[src/rtl/count_phase_tracker_if.sv]
// ---------------------------------------------------------------------------
// count_phase_tracker_if
//   Groups the sequence-tracker data signals so the tracker and whoever feeds
//   it can be wired with a single connection. Clock and reset stay outside.
//
//   Parameters: MOD (sequence modulus), Q_W (Q_IN width), CNT_W (CYCLES width)
//
//   Signals:
//     Q_IN    count value from the upstream mod-MOD counter
//     CLR     synchronous clear back to the unlocked, error-free state
//     PHASE   one-hot of the last accepted Q_IN, zero when not locked
//     WRAP    one-cycle pulse per accepted MOD-1 -> 0 step
//     CYCLES  completed-cycle count, wraps modulo 2**CNT_W
//     LOCKED  high while the tracker follows the sequence
//     ERR     sticky sequence-fault flag
//
//   Modports:
//     master  side that supplies Q_IN/CLR and observes the results
//     slave   the tracker itself
// ---------------------------------------------------------------------------
interface count_phase_tracker_if #(
    parameter int MOD   = 5,
    parameter int Q_W   = 3,
    parameter int CNT_W = 8
);
    logic [Q_W-1:0]   Q_IN;
    logic             CLR;
    logic [MOD-1:0]   PHASE;
    logic             WRAP;
    logic [CNT_W-1:0] CYCLES;
    logic             LOCKED;
    logic             ERR;

    modport master (
        output Q_IN,
        output CLR,
        input  PHASE,
        input  WRAP,
        input  CYCLES,
        input  LOCKED,
        input  ERR
    );

    modport slave (
        input  Q_IN,
        input  CLR,
        output PHASE,
        output WRAP,
        output CYCLES,
        output LOCKED,
        output ERR
    );
endinterface

[src/rtl/count_phase_tracker.sv]
// ---------------------------------------------------------------------------
// count_phase_tracker
//   Watches the Q output of an upstream mod-MOD sequence counter. Once it sees
//   a 0 it locks on, presents the current value as a registered one-hot PHASE,
//   pulses WRAP on each MOD-1 -> 0 rollover and counts completed cycles in
//   CYCLES. Any step off the sequence 0,1,..,MOD-1,0,.. drops lock and sets a
//   sticky ERR that only CLR or RESET removes.
//
//   Ports:
//     CLK    rising-edge clock, shared with the upstream counter
//     RESET  synchronous, active-high reset
//     bus    count_phase_tracker_if.slave (Q_IN, CLR in; PHASE, WRAP,
//            CYCLES, LOCKED, ERR out), all outputs registered
//
//   Build option:
//     TRACKER_HOLD_EN  when defined, Q_IN repeating its previous value while
//                      locked is a legal hold (clock-enabled upstream);
//                      when undefined, a repeat is a sequence fault.
// ---------------------------------------------------------------------------
module count_phase_tracker #(
    parameter int MOD   = 5,
    parameter int Q_W   = 3,
    parameter int CNT_W = 8
) (
    input  logic                  CLK,
    input  logic                  RESET,
    count_phase_tracker_if.slave  bus
);

    localparam logic [1:0] SYNC  = 2'd0;
    localparam logic [1:0] TRACK = 2'd1;
    localparam logic [1:0] FAULT = 2'd2;

    localparam logic [Q_W-1:0] LAST      = Q_W'(MOD - 1);
    localparam logic [MOD-1:0] PHASE_ONE = MOD'(1);

    logic [1:0]       state;
    logic [Q_W-1:0]   prev_q;
    logic [Q_W-1:0]   exp_q;
    logic [MOD-1:0]   phase_r;
    logic             wrap_r;
    logic [CNT_W-1:0] cycles_r;
    logic             locked_r;
    logic             err_r;

    // Next legal value after the last accepted one.
    always_comb begin
        exp_q = (prev_q == LAST) ? '0 : prev_q + Q_W'(1);
    end

    // RESET and CLR share one branch; WRAP defaults low so it can only ever
    // be a single-cycle pulse on an accepted rollover.
    always_ff @(posedge CLK) begin
        if (RESET || bus.CLR) begin
            state    <= SYNC;
            prev_q   <= '0;
            phase_r  <= '0;
            wrap_r   <= 1'b0;
            cycles_r <= '0;
            locked_r <= 1'b0;
            err_r    <= 1'b0;
        end else begin
            wrap_r <= 1'b0;
            case (state)
                SYNC: begin
                    if (bus.Q_IN == '0) begin
                        state    <= TRACK;
                        prev_q   <= '0;
                        phase_r  <= PHASE_ONE;
                        locked_r <= 1'b1;
                    end
                end
                TRACK: begin
                    if (bus.Q_IN == exp_q) begin
                        prev_q  <= bus.Q_IN;
                        phase_r <= PHASE_ONE << bus.Q_IN;
                        if (prev_q == LAST) begin
                            wrap_r   <= 1'b1;
                            cycles_r <= cycles_r + CNT_W'(1);
                        end
                    end else if (bus.Q_IN == prev_q) begin
`ifdef TRACKER_HOLD_EN
                        // Upstream is stalled: keep PHASE and CYCLES as they are.
                        state <= TRACK;
`else
                        state    <= FAULT;
                        err_r    <= 1'b1;
                        locked_r <= 1'b0;
                        phase_r  <= '0;
`endif
                    end else begin
                        state    <= FAULT;
                        err_r    <= 1'b1;
                        locked_r <= 1'b0;
                        phase_r  <= '0;
                    end
                end
                FAULT: begin
                    err_r    <= 1'b1;
                    locked_r <= 1'b0;
                    phase_r  <= '0;
                end
                default: begin
                    state    <= SYNC;
                    locked_r <= 1'b0;
                    phase_r  <= '0;
                end
            endcase
        end
    end

    assign bus.PHASE  = phase_r;
    assign bus.WRAP   = wrap_r;
    assign bus.CYCLES = cycles_r;
    assign bus.LOCKED = locked_r;
    assign bus.ERR    = err_r;

endmodule

[src/flat_wrapper.sv]
// flat-port wrapper written by rule: the top's interface ports become plain ports
module count_phase_tracker_flat 
#(
    parameter int MOD   = 5,
    parameter int Q_W   = 3,
    parameter int CNT_W = 8
)
  (CLK, RESET, bus_Q_IN, bus_CLR, bus_PHASE, bus_WRAP, bus_CYCLES, bus_LOCKED, bus_ERR);
  count_phase_tracker_if #(.MOD(MOD), .Q_W(Q_W), .CNT_W(CNT_W)) bus_i ();
  input  logic CLK;
  input  logic RESET;
  input wire logic [$bits(bus_i.Q_IN)-1:0] bus_Q_IN;
  input wire logic [$bits(bus_i.CLR)-1:0] bus_CLR;
  output wire logic [$bits(bus_i.PHASE)-1:0] bus_PHASE;
  output wire logic [$bits(bus_i.WRAP)-1:0] bus_WRAP;
  output wire logic [$bits(bus_i.CYCLES)-1:0] bus_CYCLES;
  output wire logic [$bits(bus_i.LOCKED)-1:0] bus_LOCKED;
  output wire logic [$bits(bus_i.ERR)-1:0] bus_ERR;
  assign bus_i.Q_IN = bus_Q_IN;
  assign bus_i.CLR = bus_CLR;
  assign bus_PHASE = bus_i.PHASE;
  assign bus_WRAP = bus_i.WRAP;
  assign bus_CYCLES = bus_i.CYCLES;
  assign bus_LOCKED = bus_i.LOCKED;
  assign bus_ERR = bus_i.ERR;
  count_phase_tracker #(.MOD(MOD), .Q_W(Q_W), .CNT_W(CNT_W)) u_core (.CLK(CLK), .RESET(RESET), .bus(bus_i));
endmodule
[config.mk]
export PLATFORM = sky130hd
export DESIGN_NAME = count_phase_tracker_flat
export DESIGN_NICKNAME = d
export VERILOG_FILES = /design/src/rtl/count_phase_tracker_if.sv /design/src/rtl/count_phase_tracker.sv /design/src/flat_wrapper.sv
export SDC_FILE = /design/constraint.sdc
export NUM_CORES = 1
export LEC_CHECK = 0
export CAP_MARGIN = 20
export CORE_ASPECT_RATIO = 1.75
export CORE_MARGIN = 3
export CORE_UTILIZATION = 30
export DETAILED_ROUTE_END_ITERATION = 8
export SLEW_MARGIN = 15
export SYNTH_ARGS = -nofsm -noshare
export SYNTH_HDL_FRONTEND = slang
export SYNTH_SLANG_ARGS = --single-unit
[constraint.sdc]
create_clock -name CLK -period 6.04 [get_ports CLK]
set_clock_uncertainty 0.15 [all_clocks]
set_input_delay 0.906 -clock CLK [delete_from_list [all_inputs] [get_ports CLK]]
set_output_delay 0.906 -clock CLK [all_outputs]
set_load 0.05 [all_outputs]
==> flow_metrics.py <==
metrics = {
    "run_status": {
        "status": "complete, no violations",
    },
    "power_and_ir_drop": {
        "powerDensity_nw_per_um2": 172,
        "ir_drop_mv": 0.125,
        "p_leak_uw": 0.000471,
    },
    "synthesis": {
        "async_flop_share": 0,
        "yosysSeqAreaShare": 0.350,
        "ys.flop_type": "dfxtp_1",
        "synth_nets": 148,
        "yosysUniqueCellTypes": 38,
        "yosys_warnings": 0,
        "avgSynthCellArea_um2": 8.64,
        "synth_edf_count": 0,
        "synth_cells": 139,
        "synth_seq_cells": 21,
        "synth_top_cell_by_area": "dfxtp_1",
        "synth_area_um2": 1200,
        "synth.area.top_cells": "dfxtp_1 35%, nor4_1 5.2%, mux2i_1 5.0%",
        "synth_top_area_frac": 0.350,
    },
    "setup_path": {
        "critPathLaunchType": "input port",
        "r2r_cells": 6,
        "worst_ep_required_time_ns": 6.04,
        "r2r_start": "u_core.prev_q[0]$_SDFFE_PP0P_",
        "criticalPathCategory": "in -> reg",
        "worstSetupEndpointType": "register",
        "arrival_ns": 3.06,
        "worst-r2r-setup-slack_ns": 3.37,
        "rr_endpoint": "u_core.bus.LOCKED$_SDFFE_PP0P_",
        "critical_path.max_fanout": 10,
    },
    "routing": {
        "wirelength_um": 2850,
        "dr.first_iter.drc_count": 11,
        "viasPerCell": 5.41,
        "drt-pass1-iter-count": 4,
        "wl_per_cell_um": 13.9,
        "post-route-drc-count": 0,
        "ant_nets": 0,
        "via_count": 1103,
    },
    "timing": {
        "rsz0062_at_grt": "no",
        "fin_tns_setup_ns": 0,
        "slew_violations": 0,
        "hold_viol": 0,
        "setup_slack_ns": 2.98,
        "post-route-period-util": 0.507,
        "setup_violations": 0,
        "relSlewSlack": 0.299,
        "tightest_slew_ns": 1.05,
        "max_freq_ghz": 0.327,
        "period_needed_ns": 3.06,
    },
    "min_path": {
        "min_path_cells": 2,
        "min_from": "u_core.bus.PHASE[4]$_SDFFE_PP0P_",
        "holdPathEnd": "u_core.bus.PHASE[4]$_SDFFE_PP0P_",
        "min_path_type": "reg -> reg",
    },
    "global_routing": {
        "grt_pass1_vias": 1073,
        "gr-usage-all-layers": 0.127,
        "grt_start_max_net_pins": 16,
        "grt_overflow": 0,
        "grt_pass1_wl_um": 4790,
        "antenna_found_initial": 0,
    },
    "floorplanning": {
        "std_cell_rows": 29,
        "coreArea_um2": 3740,
        "die_area_um2": 4830,
        "start_util": 0.321,
        "die_w_um": 53.8,
        "die_height_um": 89.7,
        "pin_count": 22,
    },
    "cells_and_area": {
        "layout_common_cells": "21 x clkdlybuf4s50_1, 21 x dfxtp_1, 16 x nand2_1, 10 x nor4_1, 10 x a21oi_1",
        "area_delta_synth_final_pct": 23.4,
        "nNetsFinal": 168,
        "num_antenna_cells": 0,
        "drive_gt1_frac": 0.0759,
    },
    "clocking": {
        "cts_hold_buf": 0,
        "clock-root-buffer": "clkbuf_8",
        "cts_tree": "built",
        "post_cts_resized": 0,
        "postCtsSetupBuffers": 0,
        "clkTransAtPathRegs_ns": 0.08,
        "cts.htree.levels": 1,
        "cts_inserted_buffers": 3,
        "clock-sinks": 21,
        "clockBufferDepth": 2,
        "clk_latency_ns": 0.26,
    },
    "place": {
        "hpwl_um": 2200,
        "post-place-ws_ns": 2.72,
        "routabilityCongestion": 0.791,
        "io_buffers": 21,
    },
    "job": {
        "max_cap_viol_count": 0,
    },
}
==> cell usage after synthesis, types with 2 or more instances <==
cell	count
a2111oi_4	2
a21oi_1	10
a311oi_1	2
a31oi_1	2
buf_2	2
clkbuf_1	4
dfxtp_1	21
ha_1	3
inv_1	5
mux2i_1	6
nand2_1	16
nand3_1	2
nand4_1	6
nor2_1	6
nor2b_1	4
nor3b_1	3
nor4_1	10
o21a_1	3
o31ai_1	3
or2_2	2
or3_1	8
or4_1	2
xor2_1	2
==> metal layers <==
layer	vias up	wire, µm	GRT usage
met5	-	0	0
met3	6	79	0.0149
met1	523	1130	0.140
met4	0	53	0.0405
li1	552	-	-
met2	22	1590	0.235
==> registers in the layout, summed over array words and instances, names as in the netlist <==
register and count:
u_core.state 2, u_core.bus.LOCKED 1, u_core.bus.PHASE 5, u_core.bus.WRAP 1, u_core.bus.ERR 1, u_core.prev_q 3, u_core.bus.CYCLES 8
==> cell families after synthesis <==
| family | after synthesis | synth area share |
|---|---|---|
| AND/OR/NAND/NOR | 68 | 0.326 |
| adder cells (fa/ha/maj) | 3 | 0.0313 |
| buffers and inverters | 12 | 0.0458 |
| XOR/XNOR | 3 | 0.0219 |
| flip-flops | 21 | 0.350 |
| AO/OA/AOI/OAI | 26 | 0.175 |
| multiplexers | 6 | 0.0500 |
==> worst max-delay path: stages <==
cell and delay, ns:
clkdlybuf4s50_1 0.55, o211a_1 0.21, or4_4 0.61, or3_4 0.45, a2111oi_4 0.34
==> through the flow <==
stage / total power [µW] / hold slack, ns / instances / instance area (µm²) / utilization
2_1_floorplan: 160 / 0.405 / 139 / 1200 / -
3_3_place_gp: 167 / 0.296 / 199 / 1430 / 0.383
3_5_place_dp: 168 / 0.305 / 199 / 1430 / 0.383
4_1_cts: 258 / 0.316 / 203 / 1480 / 0.395
5_1_grt: 264 / 0.336 / 204 / 1480 / 0.397
6_report: 255 / 0.309 / 204 / 1480 / 0.397
==> layout make-up <==
class / count / area (µm²)
clock buffer: 4 / 45.0
fill: 378 / 2250
inverter: 5 / 18.8
multi-input combinational: 106 / 726
sequential: 21 / 420
tap: 46 / 57.6
timing repair buffer: 22 / 215
==> worst max path at each step <==
| stage | from | end |
|---|---|---|
| 2_1_floorplan | bus_Q_IN[2] | u_core.bus.PHASE[0]$_SDFFE_PP0P_ |
| 3_3_place_gp | bus_Q_IN[2] | u_core.bus.PHASE[0]$_SDFFE_PP0P_ |
| 3_5_place_dp | bus_Q_IN[2] | u_core.bus.LOCKED$_SDFFE_PP0P_ |
| 4_1_cts | bus_Q_IN[2] | u_core.bus.LOCKED$_SDFFE_PP0P_ |
| 5_1_grt | bus_Q_IN[2] | u_core.bus.LOCKED$_SDFFE_PP0P_ |
| 6_report | bus_Q_IN[2] | u_core.bus.LOCKED$_SDFFE_PP0P_ |
==> power breakdown <==
group	switching (µW)	internal [µW]	total (µW)	leakage (µW)
clock network	42.9	46.9	89.8	0.0000228
logic	16.0	9.29	25.3	0.000279
registers	0.589	139	139	0.000169
total	59.5	195	255	0.000471
No activity file was read; power rests on OpenSTA's default activity.
